[config.mk]
export PLATFORM = sky130hd
export DESIGN_NAME = key_debounce_encoder_flat
export DESIGN_NICKNAME = d
export VERILOG_FILES = /design/src/rtl/synth_pkg.sv /design/src/rtl/key_debounce_encoder_if.sv /design/src/rtl/key_debounce_cell.sv /design/src/rtl/key_debounce_encoder.sv /design/src/flat_wrapper.sv
export SDC_FILE = /design/constraint.sdc
export NUM_CORES = 1
export LEC_CHECK = 0
export ABC_AREA = 1
export BUFFER_PORTS_ARGS = -buffer_cell sky130_fd_sc_hd__buf_4
export CAP_MARGIN = 20
export CORE_AREA = 2 2 144 76
export CTS_BUF_LIST = sky130_fd_sc_hd__clkbuf_4 sky130_fd_sc_hd__clkbuf_8
export CTS_CLUSTER_SIZE = 20
export DETAILED_ROUTE_END_ITERATION = 10
export DIE_AREA = 0 0 146 78
export PLACE_DENSITY = 0.62
export RECOVER_POWER = 100
export SKIP_CTS_REPAIR_TIMING = 1
export SLEW_MARGIN = 40
export SYNTH_ARGS = -nofsm -noshare
export SYNTH_HDL_FRONTEND = slang
export SYNTH_HIERARCHICAL = 1
export SYNTH_SLANG_ARGS = --single-unit
[constraint.sdc]
create_clock -name clk -period 4.4 [get_ports clk]
set_clock_uncertainty 0.1 [all_clocks]
set_input_delay 0.66 -clock clk [delete_from_list [all_inputs] [get_ports clk]]
set_output_delay 0.66 -clock clk [all_outputs]
set_load 0.01 [all_outputs]
[src/rtl/synth_pkg.sv]
// Shared keypad/note types for the synth front end.
package synth_pkg;

  localparam int unsigned NUM_KEYS = 17;
  localparam int unsigned NOTE_W   = 5;

  typedef logic [NOTE_W-1:0]   note_t;
  typedef logic [NUM_KEYS-1:0] keyvec_t;

endpackage : synth_pkg

[src/rtl/key_debounce_encoder_if.sv]
// Key vector in, debounced keys and encoded note out.
interface key_debounce_encoder_if;
  import synth_pkg::*;

  keyvec_t sync_keys;
  keyvec_t deb_keys;
  note_t   note_idx;
  logic    note_valid;
  logic    note_change;

  modport master (
    output sync_keys,
    input  deb_keys, note_idx, note_valid, note_change
  );

  modport slave (
    input  sync_keys,
    output deb_keys, note_idx, note_valid, note_change
  );

endinterface : key_debounce_encoder_if

[src/rtl/key_debounce_cell.sv]
// One key's debouncer: the state flips after STABLE_SAMPLES consecutive
// differing samples on tick; any matching sample restarts the count.
module key_debounce_cell #(
  parameter int unsigned STABLE_SAMPLES = 4
) (
  input  logic clk,
  input  logic rst,
  input  logic tick,
  input  logic raw,
  output logic deb
);

  localparam int unsigned CNT_W = $clog2(STABLE_SAMPLES) + 1;

  logic [CNT_W-1:0] cnt_q, cnt_d;
  logic             deb_q, deb_d;

  always_comb begin
    cnt_d = cnt_q;
    deb_d = deb_q;
    if (tick) begin
      if (raw == deb_q) begin
        cnt_d = '0;
      end else if (cnt_q == CNT_W'(STABLE_SAMPLES - 1)) begin
        deb_d = raw;
        cnt_d = '0;
      end else begin
        cnt_d = cnt_q + CNT_W'(1);
      end
    end
  end

  always_ff @(posedge clk) begin
    if (rst) begin
      cnt_q <= '0;
      deb_q <= 1'b0;
    end else begin
      cnt_q <= cnt_d;
      deb_q <= deb_d;
    end
  end

  assign deb = deb_q;

endmodule : key_debounce_cell

[src/rtl/key_debounce_encoder.sv]
// Debounces the synchronized key vector on a shared slow tick and
// priority-encodes it (lowest index wins) into a registered note.
// Optional NOTE_HOLD_EN: keep the last note when all keys are released.
module key_debounce_encoder
  import synth_pkg::*;
#(
  parameter int unsigned TICK_DIV       = 10000,
  parameter int unsigned STABLE_SAMPLES = 4
) (
  input logic                   clk,
  input logic                   rst,
  key_debounce_encoder_if.slave bus
);

  localparam int unsigned TICK_W = (TICK_DIV > 1) ? $clog2(TICK_DIV) : 1;

  logic [TICK_W-1:0] tick_cnt_q, tick_cnt_d;
  logic              tick_c;
  keyvec_t           deb_keys_c;

  note_t note_idx_q, note_idx_d;
  logic  note_valid_q, note_valid_d;
  logic  note_change_q, note_change_d;
  note_t next_idx_c;
  logic  next_valid_c;

  // Sample tick: high in the last cycle of each TICK_DIV period.
  always_comb begin
    tick_c     = (tick_cnt_q == TICK_W'(TICK_DIV - 1));
    tick_cnt_d = tick_c ? '0 : tick_cnt_q + TICK_W'(1);
  end

  always_ff @(posedge clk) begin
    if (rst) tick_cnt_q <= '0;
    else     tick_cnt_q <= tick_cnt_d;
  end

  for (genvar g = 0; g < int'(NUM_KEYS); g++) begin : g_key
    key_debounce_cell #(
      .STABLE_SAMPLES (STABLE_SAMPLES)
    ) u_cell (
      .clk  (clk),
      .rst  (rst),
      .tick (tick_c),
      .raw  (bus.sync_keys[g]),
      .deb  (deb_keys_c[g])
    );
  end

  // Lowest set key wins; scan downwards so the last hit is the lowest.
  always_comb begin
    next_valid_c = 1'b0;
    next_idx_c   = '0;
    for (int i = int'(NUM_KEYS) - 1; i >= 0; i--) begin
      if (deb_keys_c[i]) begin
        next_valid_c = 1'b1;
        next_idx_c   = NOTE_W'(i);
      end
    end
  end

  always_comb begin
    note_idx_d    = next_idx_c;
    note_valid_d  = next_valid_c;
`ifdef NOTE_HOLD_EN
    // Sustain: an empty keyboard keeps the last note.
    if (!next_valid_c) begin
      note_idx_d   = note_idx_q;
      note_valid_d = note_valid_q;
    end
`endif
    note_change_d = (note_idx_d != note_idx_q) || (note_valid_d != note_valid_q);
  end

  always_ff @(posedge clk) begin
    if (rst) begin
      note_idx_q    <= '0;
      note_valid_q  <= 1'b0;
      note_change_q <= 1'b0;
    end else begin
      note_idx_q    <= note_idx_d;
      note_valid_q  <= note_valid_d;
      note_change_q <= note_change_d;
    end
  end

  assign bus.deb_keys    = deb_keys_c;
  assign bus.note_idx    = note_idx_q;
  assign bus.note_valid  = note_valid_q;
  assign bus.note_change = note_change_q;

endmodule : key_debounce_encoder

[src/flat_wrapper.sv]
// flat-port wrapper written by rule: the top's interface ports become plain ports
module key_debounce_encoder_flat import synth_pkg::*;
#(
  parameter int unsigned TICK_DIV       = 10000,
  parameter int unsigned STABLE_SAMPLES = 4
)
  (clk, rst, bus_sync_keys, bus_deb_keys, bus_note_idx, bus_note_valid, bus_note_change);
  key_debounce_encoder_if bus_i ();
  input logic clk;
  input logic rst;
  input wire logic [$bits(bus_i.sync_keys)-1:0] bus_sync_keys;
  output wire logic [$bits(bus_i.deb_keys)-1:0] bus_deb_keys;
  output wire logic [$bits(bus_i.note_idx)-1:0] bus_note_idx;
  output wire logic [$bits(bus_i.note_valid)-1:0] bus_note_valid;
  output wire logic [$bits(bus_i.note_change)-1:0] bus_note_change;
  assign bus_i.sync_keys = bus_sync_keys;
  assign bus_deb_keys = bus_i.deb_keys;
  assign bus_note_idx = bus_i.note_idx;
  assign bus_note_valid = bus_i.note_valid;
  assign bus_note_change = bus_i.note_change;
  key_debounce_encoder #(.TICK_DIV(TICK_DIV), .STABLE_SAMPLES(STABLE_SAMPLES)) u_core (.clk(clk), .rst(rst), .bus(bus_i));
endmodule
==> impl_metrics.yaml, run 1 <==
run_status:
  run_status: "finished, final reports clean"
global_route:
  grt_max_degree: 91
  grt_usage_pct: 17.0
  grt_pass1_wl_mm: 15.8
  grt_overflow: 0
  antenna_found_initial: 0
  first_global_vias: 3616
die:
  ios: 43
  die_y_um: 78
  die_w_um: 146
  core-area_um2: 10000
  num_rows: 26
  initial_core_util_pct: 44.3
  dieArea_um2: 11400
yosys:
  syn-mean-instance-area_um2: 6.89
  syn_area_um2: 4440
  synth_warnings: 6
  yosysSeqAreaShare_pct: 40.1
  synth-seq-cells: 89
  synth.distinct_cells: 30
  syn-num-nets: 682
  syn_inst: 645
critical_path:
  cp.required_ns: 4.56
  critPathKind: "flop to flop"
  path_max_fanout: 14
  worstPathArrival_ns: 2.84
  cp-start-kind: "flop"
  end_kind: "flop"
power_and_ir_drop:
  ir_worst_vdd_mv: 0.118
  power_leakage_nw: 2.32
  pwr_density_cell_nw_per_um2: 271
min_path:
  holdCritPathClass: "flop to flop"
final_layout:
  diodes: 0
  area_growth_pct: 10.3
  regArea_um2: 1780
  layout.nets: 734
  drive_above_1_share_pct: 11.7
  multi_input_area_um2: 2110
  n_fill_cell: 1062
sta:
  fin_ws_ns: 1.72
  finalMaxSlewViolations: 0
  layout_worst_path_cycle_share_pct: 60.9
  max_clock_freq_ghz: 0.373
  setup_viol: 0
  rsz0062_at_grt: "no"
  max-slew-margin-rel_pct: 51.3
  worst_pin_slew_ns: 0.725
  fin_hold_ws_ns: 0.342
  period_needed_ns: 2.68
  fin_tns_setup_ns: 0
  hold_viol: 0
cts:
  cts_tree: "yes"
  cts_root_buf: "clkbuf_8"
  clkTransAtPathRegs_ns: 0.08
  cts_max_level: 3
  insertion_delay_ns: 0.36
  clock-sinks: 89
  cts-buffers-inserted: 9
  cts_max_path_buffers: 2
place:
  dpl_worst_slack_ns: 1.87
  gp_congestion: 0.751
  hpwl_mm: 6.34
  port_buffers: 42
route:
  antenna_left: 0
  via_count: 3863
  first_iter_violations: 260
  routed_wl_mm: 8.92
  route.detailed.drc: 0
  vias_per_cell: 4.61
  first_pass_iters: 4
  wire_per_inst_um: 10.6
job:
  max_cap_violations: 0
[layout by cell type (no fill, tap or decap), types with 2 or more instances in the layout]
cell type,count
a21oi_1,74
buf_4,18
clkbuf_1,24
clkbuf_8,9
clkinv_1,2
clkinv_2,2
dfxtp_1,89
ha_1,18
inv_1,79
inv_2,37
nand2_1,189
nand2_2,2
nand3_1,26
nand3_2,2
nand4_1,4
nor2_1,56
nor2_2,6
nor3_1,3
nor3_2,2
nor3b_1,3
o21ai_0,35
or2_0,4
xor2_1,4
[worst paths after layout]
kind                                                                   start  slack (ns)                                            to  cells after the start
worst max-delay path                         u_core/tick_cnt_q[0]$_SDFF_PP0_        1.72              u_core/tick_cnt_q[11]$_SDFF_PP0_                      9
worst min-delay path            u_core/g_key[1].u_cell/cnt_q[2]$_SDFFE_PP0P_        0.34  u_core/g_key[1].u_cell/cnt_q[2]$_SDFFE_PP0P_                      2
worst max register to register               u_core/tick_cnt_q[0]$_SDFF_PP0_        1.72              u_core/tick_cnt_q[11]$_SDFF_PP0_                      9
worst min register to register  u_core/g_key[1].u_cell/cnt_q[2]$_SDFFE_PP0P_        0.34  u_core/g_key[1].u_cell/cnt_q[2]$_SDFFE_PP0P_                      2
[registers in the layout (all words and copies together) (netlist names)]
| register | flops |
|---|---|
| u_core/bus.note_change | 1 |
| u_core/bus.note_idx | 5 |
| u_core/bus.note_valid | 1 |
| u_core/g_key.u_cell/cnt_q | 51 |
| u_core/g_key.u_cell/deb | 17 |
| u_core/tick_cnt_q | 14 |
[cell families after synthesis]
group,count (synthesis),share of synthesized area (%)
and+or+nand+nor,302,30.8
adders and majority gates,18,5.07
xor gates and xnor gates,4,0.789
DFF,89,40.1
AOI/OAI and AO/OA,112,12.8
buffers and inverters,120,10.4
[per-stage QoR]
| step | instance area (um2) | util [%] | instances | power, mW |
|---|---|---|---|---|
| after floorplan | 4440 | - | 645 | 0.861 |
| after global placement | 4930 | 49.2 | 826 | 0.889 |
| after detailed placement | 4930 | 49.2 | 826 | 0.889 |
| after CTS | 5070 | 50.6 | 838 | 1.36 |
| after global routing | 4900 | 48.9 | 838 | 1.40 |
| final | 4900 | 48.9 | 838 | 1.33 |
[cell type report]
type / count / area share (%)
multi-input cells: 436 / 43.1
repair buffers: 43 / 5.01
clock buffers: 10 / 2.68
inverters: 118 / 9.04
well taps: 140 / 3.58
clock inverters: 2 / 0.204
flip-flops and latches: 89 / 36.4
[synth_stat cells]
library cell,count,area (um2)
a21oi_1,74,370
a221oi_1,1,8.76
and3_1,1,6.26
buf_4,1,7.51
buf_6,1,11.3
dfxtp_1,89,1780
ha_1,18,225
inv_1,79,297
inv_2,39,146
nand2_1,188,706
nand2_2,3,18.8
nand3_1,10,50.1
nand3_2,18,180
nand3b_1,1,7.51
nand4_1,4,25.0
nor2_1,54,203
nor2_2,8,50.1
nor2_4,1,11.3
nor3_1,3,15.0
nor3_2,2,20.0
nor3b_1,3,22.5
nor4_1,1,6.26
nor4_4,1,21.3
o21ai_0,34,170
o21ai_1,1,5.00
o21bai_1,1,7.51
o311ai_0,1,8.76
or2_0,1,6.26
or2_1,3,18.8
xor2_1,4,35.0
[routing by layer]
| layer | vias up | track usage, % | share of wire (%) |
|---|---|---|---|
| li1 | 2121 | - | - |
| met1 | 1680 | 21.5 | 52 |
| met2 | 55 | 28.1 | 42 |
| met3 | 7 | 5.06 | 4.9 |
| met4 | 0 | 5.44 | 1.0 |
| met5 | - | 0 | 0 |
[critical path, stage by stage, from the launching register on]
cell      delay [ns]
dfxtp_1         0.36
ha_1            0.17
nand2_1         0.08
clkinv_1        0.07
nand2_1         0.06
or2_0           0.26
nor4_4          0.57
or2_0           0.65
o21bai_1        0.21
a21oi_1         0.05
[power breakdown]
part           internal [mW]  switching, mW
registers              0.807        0.00139
logic                 0.0232         0.0383
clock network          0.197          0.262
total                   1.03          0.302
No activity file was read; power rests on OpenSTA's default activity.
==> inputs of run 2 (changes only) <==
--- a/config.mk
+++ b/config.mk
@@ -5,15 +5,15 @@
 export SDC_FILE = /design/constraint.sdc
 export NUM_CORES = 1
 export LEC_CHECK = 0
-export ABC_AREA = 1
+export ABC_AREA = 0
 export BUFFER_PORTS_ARGS = -buffer_cell sky130_fd_sc_hd__buf_4
 export CAP_MARGIN = 20
-export CORE_AREA = 2 2 144 76
+export CORE_AREA = 2 2 140 74
 export CTS_BUF_LIST = sky130_fd_sc_hd__clkbuf_4 sky130_fd_sc_hd__clkbuf_8
 export CTS_CLUSTER_SIZE = 20
 export DETAILED_ROUTE_END_ITERATION = 10
-export DIE_AREA = 0 0 146 78
-export PLACE_DENSITY = 0.62
+export DIE_AREA = 0 0 142 76
+export PLACE_DENSITY = 0.59
 export RECOVER_POWER = 100
 export SKIP_CTS_REPAIR_TIMING = 1
 export SLEW_MARGIN = 40
==> constraint.sdc (replaced) <==
create_clock -name clk -period 2.5 [get_ports clk]
set_clock_uncertainty 0.1 [all_clocks]
set_input_delay 0.375 -clock clk [delete_from_list [all_inputs] [get_ports clk]]
set_output_delay 0.375 -clock clk [all_outputs]
set_load 0.01 [all_outputs]
==> impl_metrics.yaml, run 2 <==
run_status:
  run_status: "finished, final reports clean"
min_path:
  hold_depth: 3
  min-delay-start: "bus_sync_keys[16]"
  holdCritPathClass: "input port to flop"
  hold_end: "u_core/g_key[16].u_cell/deb$_SDFFE_PP0P_"
critical_path:
  end_kind: "flop"
  slowest_delay_ns: 0.46
  path_max_fanout: 25
  r2r_end: "u_core/g_key[11].u_cell/cnt_q[0]$_SDFFE_PP0P_"
  crit_family: "simple AND/OR/NAND/NOR gates"
  worstPathArrival_ns: 2.53
  r2r_start: "u_core/tick_cnt_q[0]$_SDFF_PP0_"
  rrSetupSlack_ns: 0.16
  cp_slowest_cell: "or4_4"
  r2r_cells: 8
  cp-start-kind: "flop"
  path_cells: "ha_4 > nand4_1 > or4_4 > nor4_4 > clkbuf_16 > clkbuf_1 > nand4b_1 > a21oi_1"
  critPathKind: "flop to flop"
  critPathBufInv: 2
  cp.required_ns: 2.69
power_and_ir_drop:
  pwr-share-comb_pct: 3.7
  ir_worst_vdd_mv: 0.280
  total_power_mw: 2.54
  power_leakage_nw: 1.93
  p_switching_uw: 544
  switching_share_pct: 21.4
  pwr_density_cell_nw_per_um2: 519
  power_frac_seq_pct: 56.1
  clkPwrFrac_pct: 40.2
  p_int_mw: 2.00
sta:
  worst_pin_slew_ns: 0.870
  max_clock_freq_ghz: 0.426
  fin_hold_ws_ns: 0.171
  setup_viol: 0
  rsz0062_at_grt: "no"
  hold_viol: 0
  layout_worst_path_cycle_share_pct: 93.8
  finalMaxSlewViolations: 0
  max-slew-margin-rel_pct: 41.4
  period_needed_ns: 2.34
yosys:
  syn-num-nets: 487
  yosysSeqAreaShare_pct: 42.6
  synthArstFlopShare_pct: 0
  ys_top_cells_by_count: "89 x dfxtp_1, 85 x nand2b_1, 58 x a21oi_1"
  syn-mean-instance-area_um2: 9.29
  synth.distinct_cells: 39
  synth_top_area_share_pct: 42.6
  syn_area_um2: 4180
  synth_edf_count: 0
  synth_warnings: 6
  yosysTopAreaCell: "dfxtp_1"
  synth-seq-cells: 89
  syn_inst: 450
  synthTopCellsByArea: "dfxtp_1 43%, nand2b_1 13%, a21oi_1 6.9%"
  yosysMostFrequentCell: "dfxtp_1"
  synth-main-ff-cell: "dfxtp_1"
global_route:
  grt_max_degree: 100
  antenna_found_initial: 0
  grt_usage_pct: 17.8
  grt_overflow: 0
  first_global_vias: 3120
  grt_pass1_wl_mm: 15.4
final_layout:
  drive_above_1_share_pct: 10.3
  regMostFlops: "u_core/g_key.u_cell/cnt_q"
  diodes: 0
  most-common-layout-cells: "87 x dfxtp_1, 85 x nand2b_1, 58 x a21oi_1"
  final_common_cell: "dfxtp_1"
  postLayoutCoreUtil_pct: 50.3
  layout.nets: 550
  largest_reg_flops: 51
  fin_cells: 643
  area_growth_pct: 17.2
die:
  core-area_um2: 9730
  ios: 43
  dieArea_um2: 10800
  die_y_um: 76
  die_w_um: 142
  initial_core_util_pct: 43.0
  num_rows: 26
cts:
  cts_max_path_buffers: 2
  cts_tree: "yes"
  insertion_delay_ns: 0.35
  clkTransAtPathRegs_ns: 0.09
  cts_root_buf: "clkbuf_8"
  cts_max_level: 3
  cts-buffers-inserted: 9
  clock-sinks: 89
place:
  placed_cells: 626
  gp_congestion: 0.769
  port_buffers: 42
  hpwl_mm: 6.33
route:
  routed-wl-met2_mm: 4.13
  route.detailed.drc: 0
  via_count: 3374
  met3WireLength_um: 330
  wire_per_inst_um: 15.2
  highest_layer: "met4"
  vias_per_cell: 5.25
  wl_met1_mm: 5.24
  first_iter_violations: 210
  first_pass_iters: 4
  antenna_left: 0
  routed_wl_mm: 9.75
job:
  max_cap_violations: 0
run 2: changes by cell type after synthesis, moves of 17 or more:
cell      before  now
inv_2         39    0
mux2i_1        0   17
o21ai_0       34    4
nand4b_1       0   18
xor2_1         4   25
nand2b_1       0   85
nand3_2       18    0
nand2_1      188    4
inv_1         79    8
run 2: cell families after synthesis:
family                   count (synthesis)  share of synthesized area [%]
adder cells (fa/ha/maj)                 18                           5.39
multiplexers                            17                           4.07
XOR/XNOR                                29                           6.08
flip-flops                              89                           42.6
AND/OR/NAND/NOR                        213                           31.2
buffers and inverters                   10                          0.988
AO/OA/AOI/OAI                           74                           9.70
run 2: worst max-delay path by stage:
stage                                     from                                             to  slack [ns]  cells past startpoint
6_report       u_core/tick_cnt_q[0]$_SDFF_PP0_  u_core/g_key[11].u_cell/cnt_q[0]$_SDFFE_PP0P_        0.16                      8
5_1_grt        u_core/tick_cnt_q[0]$_SDFF_PP0_   u_core/g_key[4].u_cell/cnt_q[0]$_SDFFE_PP0P_        0.04                      7
4_1_cts        u_core/tick_cnt_q[0]$_SDFF_PP0_                u_core/tick_cnt_q[7]$_SDFF_PP0_        0.14                      7
3_5_place_dp   u_core/tick_cnt_q[0]$_SDFF_PP0_                u_core/tick_cnt_q[7]$_SDFF_PP0_        0.14                      7
3_3_place_gp   u_core/tick_cnt_q[0]$_SDFF_PP0_                u_core/tick_cnt_q[7]$_SDFF_PP0_        0.20                      7
2_1_floorplan  u_core/tick_cnt_q[1]$_SDFF_PP0_                u_core/tick_cnt_q[3]$_SDFF_PP0_       -1.33                      7
run 2: cell type report:
| cell class | instances | area (um2) |
|---|---|---|
| fillers | 966 | 4830 |
| multi-input cells | 351 | 2380 |
| flip-flops and latches | 89 | 1780 |
| repair buffers | 54 | 345 |
| clock buffers | 13 | 166 |
| well taps | 126 | 158 |
| clock inverters | 2 | 37.5 |
| inverters | 8 | 30.0 |
run 2: per-stage QoR:
stage	worst slack, ns	instance area (um2)	setup TNS [ns]
6_report	0.155	4900	0
5_1_grt	0.0432	4900	0
4_1_cts	0.137	4970	0
3_5_place_dp	0.143	4770	0
3_3_place_gp	0.204	4770	0
2_1_floorplan	-1.33	4210	-92.89
run 2: worst register-to-register path, stage by stage (launching register included):
cell	delay, ns
dfxtp_2	0.37
ha_4	0.14
nand4_1	0.12
or4_4	0.46
nor4_4	0.33
clkbuf_16	0.30
clkbuf_1	0.20
nand4b_1	0.12
a21oi_1	0.14
run 2: layer usage:
metal | vias to the layer above | global-route usage [%]
li1 | 1724 | -
met1 | 1601 | 26.3
met2 | 45 | 25.6
met3 | 4 | 5.47
met4 | 0 | 3.30
met5 | - | 0
run 2: power groups by stage:
stage	Clock (mW)	Combinational, mW	Sequential (mW)
6_report	1.02	0.0932	1.43
5_1_grt	1.12	0.104	1.43
4_1_cts	1.05	0.0940	1.43
3_5_place_dp	0	0.0936	1.46
3_3_place_gp	0	0.0920	1.46
2_1_floorplan	0	0.0392	1.46
==> inputs of run 3 (changes only) <==
--- a/config.mk
+++ b/config.mk
@@ -8,11 +8,11 @@
 export ABC_AREA = 0
 export BUFFER_PORTS_ARGS = -buffer_cell sky130_fd_sc_hd__buf_4
 export CAP_MARGIN = 20
-export CORE_AREA = 2 2 140 74
+export CORE_AREA = 2 2 100 102
 export CTS_BUF_LIST = sky130_fd_sc_hd__clkbuf_4 sky130_fd_sc_hd__clkbuf_8
 export CTS_CLUSTER_SIZE = 20
 export DETAILED_ROUTE_END_ITERATION = 10
-export DIE_AREA = 0 0 142 76
+export DIE_AREA = 0 0 102 104
 export PLACE_DENSITY = 0.59
 export RECOVER_POWER = 100
 export SKIP_CTS_REPAIR_TIMING = 1
==> impl_metrics.yaml, run 3 (synthesis results as in run 2) <==
job:
  max_cap_violations: 0
critical_path:
  cp.required_ns: 2.63
  cp-start-kind: "flop"
  rrSetupSlack_ns: 0.21
  crit_cells: 6
  r2r_cells: 6
  worstPathArrival_ns: 2.42
  critPathKind: "flop to flop"
  cp_slowest_cell: "or4_4"
  r2r_start: "u_core/tick_cnt_q[9]$_SDFF_PP0_"
  path_max_fanout: 49
  critPathBufInv: 1
  cp-startpoint: "u_core/tick_cnt_q[9]$_SDFF_PP0_"
  slowest_delay_ns: 0.50
  r2r_end: "u_core/tick_cnt_q[7]$_SDFF_PP0_"
  crit_family: "simple AND/OR/NAND/NOR gates"
  end_kind: "flop"
  crit_path_end: "u_core/tick_cnt_q[7]$_SDFF_PP0_"
  path_cells: "nand4b_1 > or4_4 > nor4_4 > buf_12 > or2_2 > nor2_1"
route:
  routed_wl_mm: 8.46
  via_count: 3308
  first_iter_violations: 109
  wire_per_inst_um: 13.1
  route.detailed.drc: 0
  first_pass_iters: 4
  vias_per_cell: 5.10
  antenna_left: 0
sta:
  fin_tns_setup_ns: 0
  max-slew-margin-rel_pct: 53.2
  period_needed_ns: 2.29
  rsz0062_at_grt: "no"
  setup_viol: 0
  worst_pin_slew_ns: 0.695
  hold_viol: 0
  finalMaxSlewViolations: 0
  max_clock_freq_ghz: 0.437
  layout_worst_path_cycle_share_pct: 91.5
cts:
  cts_max_path_buffers: 2
  cts-buffers-inserted: 9
  cts_tree: "yes"
  cts_root_buf: "clkbuf_8"
  insertion_delay_ns: 0.35
  clkTransAtPathRegs_ns: 0.09
  clock-sinks: 89
  cts_max_level: 3
final_layout:
  final_common_cell: "dfxtp_1"
  n_fill_cell: 938
  most-common-layout-cells: "87 x dfxtp_1, 85 x nand2b_1, 58 x a21oi_1"
  regArea_um2: 1780
  multi_input_area_um2: 2380
  largest_reg_flops: 51
  diodes: 0
  layout.nets: 547
  area_growth_pct: 17.1
  regMostFlops: "u_core/g_key.u_cell/cnt_q"
  drive_above_1_share_pct: 10.1
place:
  hpwl_mm: 5.87
  port_buffers: 42
  gp_congestion: 0.719
global_route:
  first_global_vias: 3111
  antenna_found_initial: 0
  grt_overflow: 0
  grt_max_degree: 55
  grt_usage_pct: 16.5
  grt_pass1_wl_mm: 14.2
die:
  initial_core_util_pct: 43.8
  core-area_um2: 9550
  die_w_um: 102
  num_rows: 36
  ios: 43
  dieArea_um2: 10600
  die_y_um: 104
run_status:
  run_status: "finished, final reports clean"
power_and_ir_drop:
  total_power_mw: 2.53
  pwr_density_cell_nw_per_um2: 516
  ir_worst_vdd_mv: 0.247
  power_leakage_nw: 1.91
min_path:
  holdCritPathClass: "input port to flop"
[run 3: layer usage]
metal	global-route usage [%]	up-vias	part of all wire, %
li1	-	1714	-
met3	2.69	7	3.1
met1	21.5	1552	48
met4	6.29	0	1.2
met2	27.0	35	48
met5	0	-	0
[run 3: worst min-delay path, cell delays in order]
cell	delay [ns]
buf_4	0.09
mux2i_1	0.05
nor2_1	0.07
[run 3: worst min-delay path by stage]
| stage | cells past startpoint | start | endpoint | slack [ns] |
|---|---|---|---|---|
| 2_1_floorplan | 1 | u_core/tick_cnt_q[0]$_SDFF_PP0_ | u_core/tick_cnt_q[0]$_SDFF_PP0_ | 0.32 |
| 3_3_place_gp | 1 | u_core/tick_cnt_q[0]$_SDFF_PP0_ | u_core/tick_cnt_q[0]$_SDFF_PP0_ | 0.33 |
| 3_5_place_dp | 1 | u_core/tick_cnt_q[0]$_SDFF_PP0_ | u_core/tick_cnt_q[0]$_SDFF_PP0_ | 0.34 |
| 4_1_cts | 3 | bus_sync_keys[12] | u_core/g_key[12].u_cell/deb$_SDFFE_PP0P_ | 0.15 |
| 5_1_grt | 3 | bus_sync_keys[12] | u_core/g_key[12].u_cell/deb$_SDFFE_PP0P_ | 0.16 |
| 6_report | 3 | bus_sync_keys[12] | u_core/g_key[12].u_cell/deb$_SDFFE_PP0P_ | 0.17 |
[run 3: final cells by class]
class                      count  area share [%]
clock inverter                 6            1.38
inverter                       8           0.613
clock buffer                  10            2.81
sequential                    89            36.5
multi-input combinational    351            48.6
tap                          133            3.40
timing repair buffer          51            6.75
[run 3: where the power goes]
part	leakage [nW]	internal, mW	total [mW]	switching [mW]
registers	0.718	1.42	1.43	0.00430
clock network	0.0985	0.491	1.01	0.517
logic	1.10	0.0419	0.0941	0.0521
total	1.91	1.95	2.53	0.573
[run 3: per-stage QoR]
stage	std cells	setup WS, ns	instance area (um2)	hold slack [ns]	util (%)
after floorplan	450	-1.33	4210	0.318	-
after global placement	632	0.249	4780	0.331	50.1
after detailed placement	632	0.223	4780	0.337	50.1
after CTS	648	0.200	4990	0.149	52.2
after global routing	648	0.0575	4890	0.159	51.3
final	648	0.213	4890	0.172	51.3
